<file path="src/rtl/fft_bfly_pipe.sv">
// fft_bfly_pipe: 3-stage radix-2 DIT butterfly, y0 = a + b*w, y1 = a - b*w.
// Define BFLY_SAT_EN to clamp out-of-range results instead of wrapping them.
module fft_bfly_pipe #(
  parameter int DATA_W = 16,
  parameter int TW_W   = 16,
  parameter int TAG_W  = 8
) (
  input  logic              clk,
  input  logic              rst,
  input  logic              in_valid,
  output logic              in_ready,
  input  logic [DATA_W-1:0] a_re,
  input  logic [DATA_W-1:0] a_im,
  input  logic [DATA_W-1:0] b_re,
  input  logic [DATA_W-1:0] b_im,
  input  logic [TW_W-1:0]   w_re,
  input  logic [TW_W-1:0]   w_im,
  input  logic              inv,
  input  logic              scale,
  input  logic [TAG_W-1:0]  tag_in,
  output logic              out_valid,
  input  logic              out_ready,
  output logic [DATA_W-1:0] y0_re,
  output logic [DATA_W-1:0] y0_im,
  output logic [DATA_W-1:0] y1_re,
  output logic [DATA_W-1:0] y1_im,
  output logic              ovf,
  output logic [TAG_W-1:0]  tag_out
);

  localparam int PW = DATA_W + TW_W;
  localparam int SW = PW + 1;
  localparam int BW = DATA_W + 2;
  localparam int YW = DATA_W + 3;

  localparam logic signed [SW-1:0] RND =
    {{(SW-TW_W+1){1'b0}}, 1'b1, {(TW_W-2){1'b0}}};

`ifdef BFLY_SAT_EN
  localparam logic [DATA_W-1:0] DMAX = {1'b0, {(DATA_W-1){1'b1}}};
  localparam logic [DATA_W-1:0] DMIN = {1'b1, {(DATA_W-1){1'b0}}};
`endif

  logic en;

  // Stage 1 state
  logic                     v1_q;
  logic signed [DATA_W-1:0] ar1_q, ai1_q;
  logic [TAG_W-1:0]         tag1_q;
  logic                     inv1_q, scl1_q;
  logic signed [PW-1:0]     prr_q, pii_q, pri_q, pir_q;

  // Stage 2 state
  logic                     v2_q;
  logic signed [DATA_W-1:0] ar2_q, ai2_q;
  logic [TAG_W-1:0]         tag2_q;
  logic                     scl2_q;
  logic signed [BW-1:0]     bwr2_q, bwi2_q;

  // Stage 3 (output) state
  logic                     v3_q;
  logic [DATA_W-1:0]        y0r_q, y0i_q, y1r_q, y1i_q;
  logic                     ovf_q;
  logic [TAG_W-1:0]         tag3_q;

  assign en       = !v3_q | out_ready;
  assign in_ready = en;

  // Stage 1 next state: full-width products
  logic signed [PW-1:0] bre_x, bim_x, wre_x, wim_x;
  logic signed [PW-1:0] prr_d, pii_d, pri_d, pir_d;

  assign bre_x = PW'($signed(b_re));
  assign bim_x = PW'($signed(b_im));
  assign wre_x = PW'($signed(w_re));
  assign wim_x = PW'($signed(w_im));

  assign prr_d = bre_x * wre_x;
  assign pii_d = bim_x * wim_x;
  assign pri_d = bre_x * wim_x;
  assign pir_d = bim_x * wre_x;

  always_ff @(posedge clk) begin
    if (rst) begin
      v1_q   <= 1'b0;
      ar1_q  <= '0;
      ai1_q  <= '0;
      tag1_q <= '0;
      inv1_q <= 1'b0;
      scl1_q <= 1'b0;
      prr_q  <= '0;
      pii_q  <= '0;
      pri_q  <= '0;
      pir_q  <= '0;
    end else if (en) begin
      v1_q   <= in_valid;
      ar1_q  <= $signed(a_re);
      ai1_q  <= $signed(a_im);
      tag1_q <= tag_in;
      inv1_q <= inv;
      scl1_q <= scale;
      prr_q  <= prr_d;
      pii_q  <= pii_d;
      pri_q  <= pri_d;
      pir_q  <= pir_d;
    end
  end

  // Stage 2 next state: combine, round half-up, drop TW_W-1 fraction bits
  logic signed [SW-1:0] sre_d, sim_d, rre_d, rim_d;
  logic signed [BW-1:0] bwr_d, bwi_d;
  logic                 unused_frac;

  always_comb begin
    sre_d = '0;
    sim_d = '0;
    if (inv1_q) begin
      sre_d = SW'(prr_q) + SW'(pii_q);
      sim_d = SW'(pir_q) - SW'(pri_q);
    end else begin
      sre_d = SW'(prr_q) - SW'(pii_q);
      sim_d = SW'(pri_q) + SW'(pir_q);
    end
  end

  assign rre_d = sre_d + RND;
  assign rim_d = sim_d + RND;
  assign bwr_d = rre_d[TW_W-1 +: BW];
  assign bwi_d = rim_d[TW_W-1 +: BW];

  assign unused_frac = ^{rre_d[TW_W-2:0], rim_d[TW_W-2:0]};

  always_ff @(posedge clk) begin
    if (rst) begin
      v2_q   <= 1'b0;
      ar2_q  <= '0;
      ai2_q  <= '0;
      tag2_q <= '0;
      scl2_q <= 1'b0;
      bwr2_q <= '0;
      bwi2_q <= '0;
    end else if (en) begin
      v2_q   <= v1_q;
      ar2_q  <= ar1_q;
      ai2_q  <= ai1_q;
      tag2_q <= tag1_q;
      scl2_q <= scl1_q;
      bwr2_q <= bwr_d;
      bwi2_q <= bwi_d;
    end
  end

  // Stage 3 helpers
  function automatic logic signed [YW-1:0] fin(
    input logic signed [DATA_W-1:0] a,
    input logic signed [BW-1:0]     b,
    input logic                     sub,
    input logic                     sc
  );
    logic signed [YW-1:0] s;
    logic signed [YW-1:0] t;
    s = sub ? (YW'(a) - YW'(b)) : (YW'(a) + YW'(b));
    t = s + YW'(1);
    return sc ? (t >>> 1) : s;
  endfunction

  function automatic logic ovr(input logic signed [YW-1:0] v);
    logic [YW-DATA_W:0] top;
    top = v[YW-1:DATA_W-1];
    return !((&top) | ~(|top));
  endfunction

  function automatic logic [DATA_W-1:0] red(input logic signed [YW-1:0] v);
`ifdef BFLY_SAT_EN
    if (ovr(v)) return v[YW-1] ? DMIN : DMAX;
`endif
    return v[DATA_W-1:0];
  endfunction

  logic signed [YW-1:0] y0r_w, y0i_w, y1r_w, y1i_w;
  logic                 ovf_d;

  assign y0r_w = fin(ar2_q, bwr2_q, 1'b0, scl2_q);
  assign y0i_w = fin(ai2_q, bwi2_q, 1'b0, scl2_q);
  assign y1r_w = fin(ar2_q, bwr2_q, 1'b1, scl2_q);
  assign y1i_w = fin(ai2_q, bwi2_q, 1'b1, scl2_q);

  // Gate with valid so bubble data never raises the flag
  assign ovf_d = v2_q & (ovr(y0r_w) | ovr(y0i_w) |
                         ovr(y1r_w) | ovr(y1i_w));

  always_ff @(posedge clk) begin
    if (rst) begin
      v3_q   <= 1'b0;
      y0r_q  <= '0;
      y0i_q  <= '0;
      y1r_q  <= '0;
      y1i_q  <= '0;
      ovf_q  <= 1'b0;
      tag3_q <= '0;
    end else if (en) begin
      v3_q   <= v2_q;
      y0r_q  <= red(y0r_w);
      y0i_q  <= red(y0i_w);
      y1r_q  <= red(y1r_w);
      y1i_q  <= red(y1i_w);
      ovf_q  <= ovf_d;
      tag3_q <= tag2_q;
    end
  end

  assign out_valid = v3_q;
  assign y0_re     = y0r_q;
  assign y0_im     = y0i_q;
  assign y1_re     = y1r_q;
  assign y1_im     = y1i_q;
  assign ovf       = ovf_q;
  assign tag_out   = tag3_q;

endmodule

</file>
<file path="config.mk">
export PLATFORM = sky130hd
export DESIGN_NAME = fft_bfly_pipe
export DESIGN_NICKNAME = d
export VERILOG_FILES = /design/src/rtl/fft_bfly_pipe.sv
export SDC_FILE = /design/constraint.sdc
export NUM_CORES = 2
export LEC_CHECK = 0
export ABC_AREA = 0
export CORE_MARGIN = 3
export CORE_UTILIZATION = 45
export DETAILED_ROUTE_END_ITERATION = 7
export GPL_TIMING_DRIVEN = 0
export MAX_ROUTING_LAYER = met4
export PLACE_DENSITY = 0.68
export SKIP_CTS_REPAIR_TIMING = 1
export SLEW_MARGIN = 20
export SYNTH_ARGS = -nofsm -noshare
export SYNTH_HDL_FRONTEND = slang
export SYNTH_SLANG_ARGS = --single-unit
</file>
<file path="constraint.sdc">
create_clock -name clk -period 9.5 [get_ports clk]
set_input_delay 1.9 -clock clk [delete_from_list [all_inputs] [get_ports clk]]
set_output_delay 1.9 -clock clk [all_outputs]
set_load 0.01 [all_outputs]
</file>
==> results.py <==
metrics = {
    "floorplanning": {
        "die_h_um": 371,
        "row_count": 133,
        "start_util": 0.454,
        "core_area_um2": 132000,
        "dieArea_um2": 137000,
        "die_w_um": 371,
        "ioPinCount": 185,
    },
    "detailed_routing": {
        "vias": 50400,
        "first_pass_iters": 8,
        "vias_per_cell": 5.53,
        "wire_per_inst_um": 22.9,
        "antenna_left": 0,
        "wl_um": 209000,
        "drt_iter0_drc": 4210,
        "drcViolationCount": 12,
    },
    "status": {
        "violations": "design-rule violations, negative setup slack",
        "status": "finished with violations",
    },
    "yosys": {
        "synth_fp_nets": 8732,
        "syn_avg_cell_area_um2": 8.43,
        "yosys.area.top_type": "fa_1",
        "synthArstFlopShare": 0,
        "yosysWarnings": 0,
        "netlist_top_cells_area": "fa_1, dfxtp_1, ha_1",
        "synthCells": 7100,
        "synth_top_area_frac": 0.352,
        "synth_seq_cells": 323,
        "syn_area_um2": 59800,
        "ys.flop_type": "dfxtp_1",
        "ys_seq_area_frac": 0.108,
        "synth-edff-count": 0,
        "yosysUniqueCellTypes": 83,
    },
    "placed_design": {
        "gp_congestion": 1.03,
        "io_buffer_count": 183,
        "hpwl_um": 172000,
    },
    "setup_path": {
        "crit_end": "pir_q[24]",
        "rr_startpoint": "pri_q[0]",
        "end_kind": "register",
        "timing.rr.end": "bwi2_q[17]",
        "max_stage_delay_ns": 0.84,
        "crit_path_start_kind": "input port",
        "cp_slowest_cell": "clkdlybuf4s50_1",
        "path_buf_inv": 6,
        "reg2reg_slack_ns": 3.66,
        "crit_chain": "clkdlybuf4s50_1 > clkbuf_1 > and2_1 > fa_1 > inv_1 > fa_1 > inv_1 > fa_1 > fa_1 > fa_1 > inv_1 > fa_1 > inv_1 > ha_1 > o41ai_2 > nor2_1 > a21oi_1 > o311ai_2 > a31o_2 > a21o_1 > a21oi_1 > o21ai_0 > xor2_1 > a22o_1",
        "crit_top_cell": "fa_1",
        "crit_cells": 24,
        "path_class": "in -> reg",
        "crit_path_start": "w_re[12]",
        "critPathRequiredTime_ns": 10.00,
        "cp_top_family": "adder cells",
        "critPathArrivalTime_ns": 10.03,
        "path_max_fanout": 10,
        "rr_worst_depth": 23,
    },
    "sta": {
        "fin_worst_skew_ns": 0.0238,
        "worst_pin_slew_ns": 1.20,
        "maxSlewViolCount": 0,
        "clock.fmax_mhz": 105,
        "hold_viol_final": 0,
        "rsz0062_at_grt": "yes",
        "whs_ns": 0.448,
        "post-route-min-period_ns": 9.53,
        "setup_viol": 1,
        "period_share": 1.00,
        "setup_ws_ns": -0.0323,
        "relSlewSlack": 0.197,
    },
    "cells_and_area": {
        "layout_commonest_cell": "inv_1",
        "area_delta_synth_final_pct": 9.48,
        "mostFrequentLayoutCells": "inv_1, fa_1, nand2_1",
        "drive_above_1_share": 0.0339,
        "final_net_count": 8955,
    },
    "clock_network": {
        "cts_root_buf": "clkbuf_16",
        "cts_tree": "built",
        "cts_made_buffers": 36,
        "clock-sinks": 323,
        "h-tree-depth": 2,
        "clkTransAtPathRegs_ns": 0.06,
        "cts_buffer_depth": 3,
        "worst_skew_pair.late_latency_ns": 0.56,
    },
    "global_routing": {
        "grt_max_degree": 15,
        "grt_usage": 0.313,
        "antenna_found_initial": 16,
        "grt_pass1_vias": 50700,
        "grt_overflow_total": 0,
        "grt_pass1_wl_um": 310000,
    },
    "run": {
        "maxCapViolCount": 0,
    },
    "worst_hold_path": {
        "hp-class": "reg -> reg",
    },
}
## worst reg2reg max path, cell delays in order, from the launching register on
cell and delay (ns):
dfxtp_1 0.35, inv_1 0.07, ha_1 0.19, nand2_1 0.06, nor3_1 0.30, nand2_1 0.16, nor3_1 0.60, a21oi_1 0.19
xnor2_1 0.22, ha_1 0.44, nand3_1 0.18, a311oi_1 0.30, a22oi_1 0.11, o211a_1 0.22, nor2_1 0.14, xnor2_1 0.11
or4_1 0.52, clkbuf_1 0.19, nor4_4 0.44, and4bb_2 0.36, o211ai_1 0.13, o211ai_1 0.12, a211oi_1 0.11, o21a_1 0.22
## routing by layer
metal	up-vias	share of wire	GRT usage
li1	22600	-	-
met1	25100	0.39	0.385
met2	2204	0.45	0.490
met3	503	0.093	0.0543
met4	0	0.068	0.170
met5	-	0	-
## state kept, by name, summed over array words and instances (netlist names), 8 cells and up
signal / count
tag_out: 8
ar2_q: 16
ai2_q: 16
bwr2_q: 18
pii_q: 32
y0_im: 16
bwi2_q: 18
ai1_q: 16
pri_q: 32
tag2_q: 8
ar1_q: 16
prr_q: 32
y1_re: 16
tag1_q: 8
y1_im: 16
pir_q: 32
y0_re: 16
## through the flow
step	worst slack (ns)	util	setup TNS [ns]	area [um^2]	std cells
floorplan	1.25	-	0	59800	7100
global placement	-1.52	0.485	-30.39	63900	9038
detailed placement	-1.17	0.485	-24.20	63900	9040
CTS	-0.635	0.494	-5.72	65100	9101
global route	-0.0815	0.497	-0.156	65500	9110
finish	-0.0323	0.497	-0.0323	65500	9116
## Yosys cell counts, drive strengths merged (10+ instances only)
cell and instances:
o21a 31, a211oi 89, or4 11, clkbuf 329
a32oi 11, nor2 328, ha 470, nand2b 69
xnor2 245, nand3 68, or2 14, nand2 986
a21oi 468, a311oi 15, a21o 65, nor3 83
a221oi 10, nand4 25, fa 1052, inv 1253
o31ai 14, nor4 22, or3 29, o21bai 42
dfxtp 323, o21ai 138, buf 23, and2 513
and3 33, nor2b 39, xor2 90, a22o 16
mux2i 18, o211ai 20, a31oi 30
## cell families (layout without fill, tap and decap cells)
logic type	Yosys count	in the layout	share of synthesized area
and+or+nand+nor	2255	2255	0.180
other	0	15	0
adders and majority gates	1522	1522	0.450
buffers and inverters	1606	1852	0.101
DFF	323	323	0.108
AOI/OAI and AO/OA	1038	1038	0.108
xor gates and xnor gates	335	335	0.0490
muxes	21	21	0.00376
## worst min-delay path by stage
stage | start | slack, ns | endpoint | cells past startpoint
final | tag1_q[4] | 0.45 | tag2_q[4] | 2
after CTS | tag1_q[4] | 0.44 | tag2_q[4] | 2
after detailed placement | y1_re[3] | 0.44 | y1_re[3] | 2
after floorplan | pir_q[0] | 0.43 | pir_q[0] | 2
after global placement | tag2_q[7] | 0.44 | tag2_q[7] | 2
after global routing | tag1_q[4] | 0.46 | tag2_q[4] | 2
## cell type report
type / count / area [um^2]
clock inverters: 12 / 131
clock buffers: 49 / 1020
plain buffers: 352 / 1540
repair buffers: 185 / 1890
multi-input cells: 5171 / 47500
flip-flops and latches: 323 / 6470
inverters: 1254 / 4710
fillers: 12900 / 66300
well taps: 1755 / 2200
diodes: 15 / 37.5
Power is left out: the tool's default activity adds up to more than one toggle a clock period on the data nets, which glitch-free logic cannot reach.
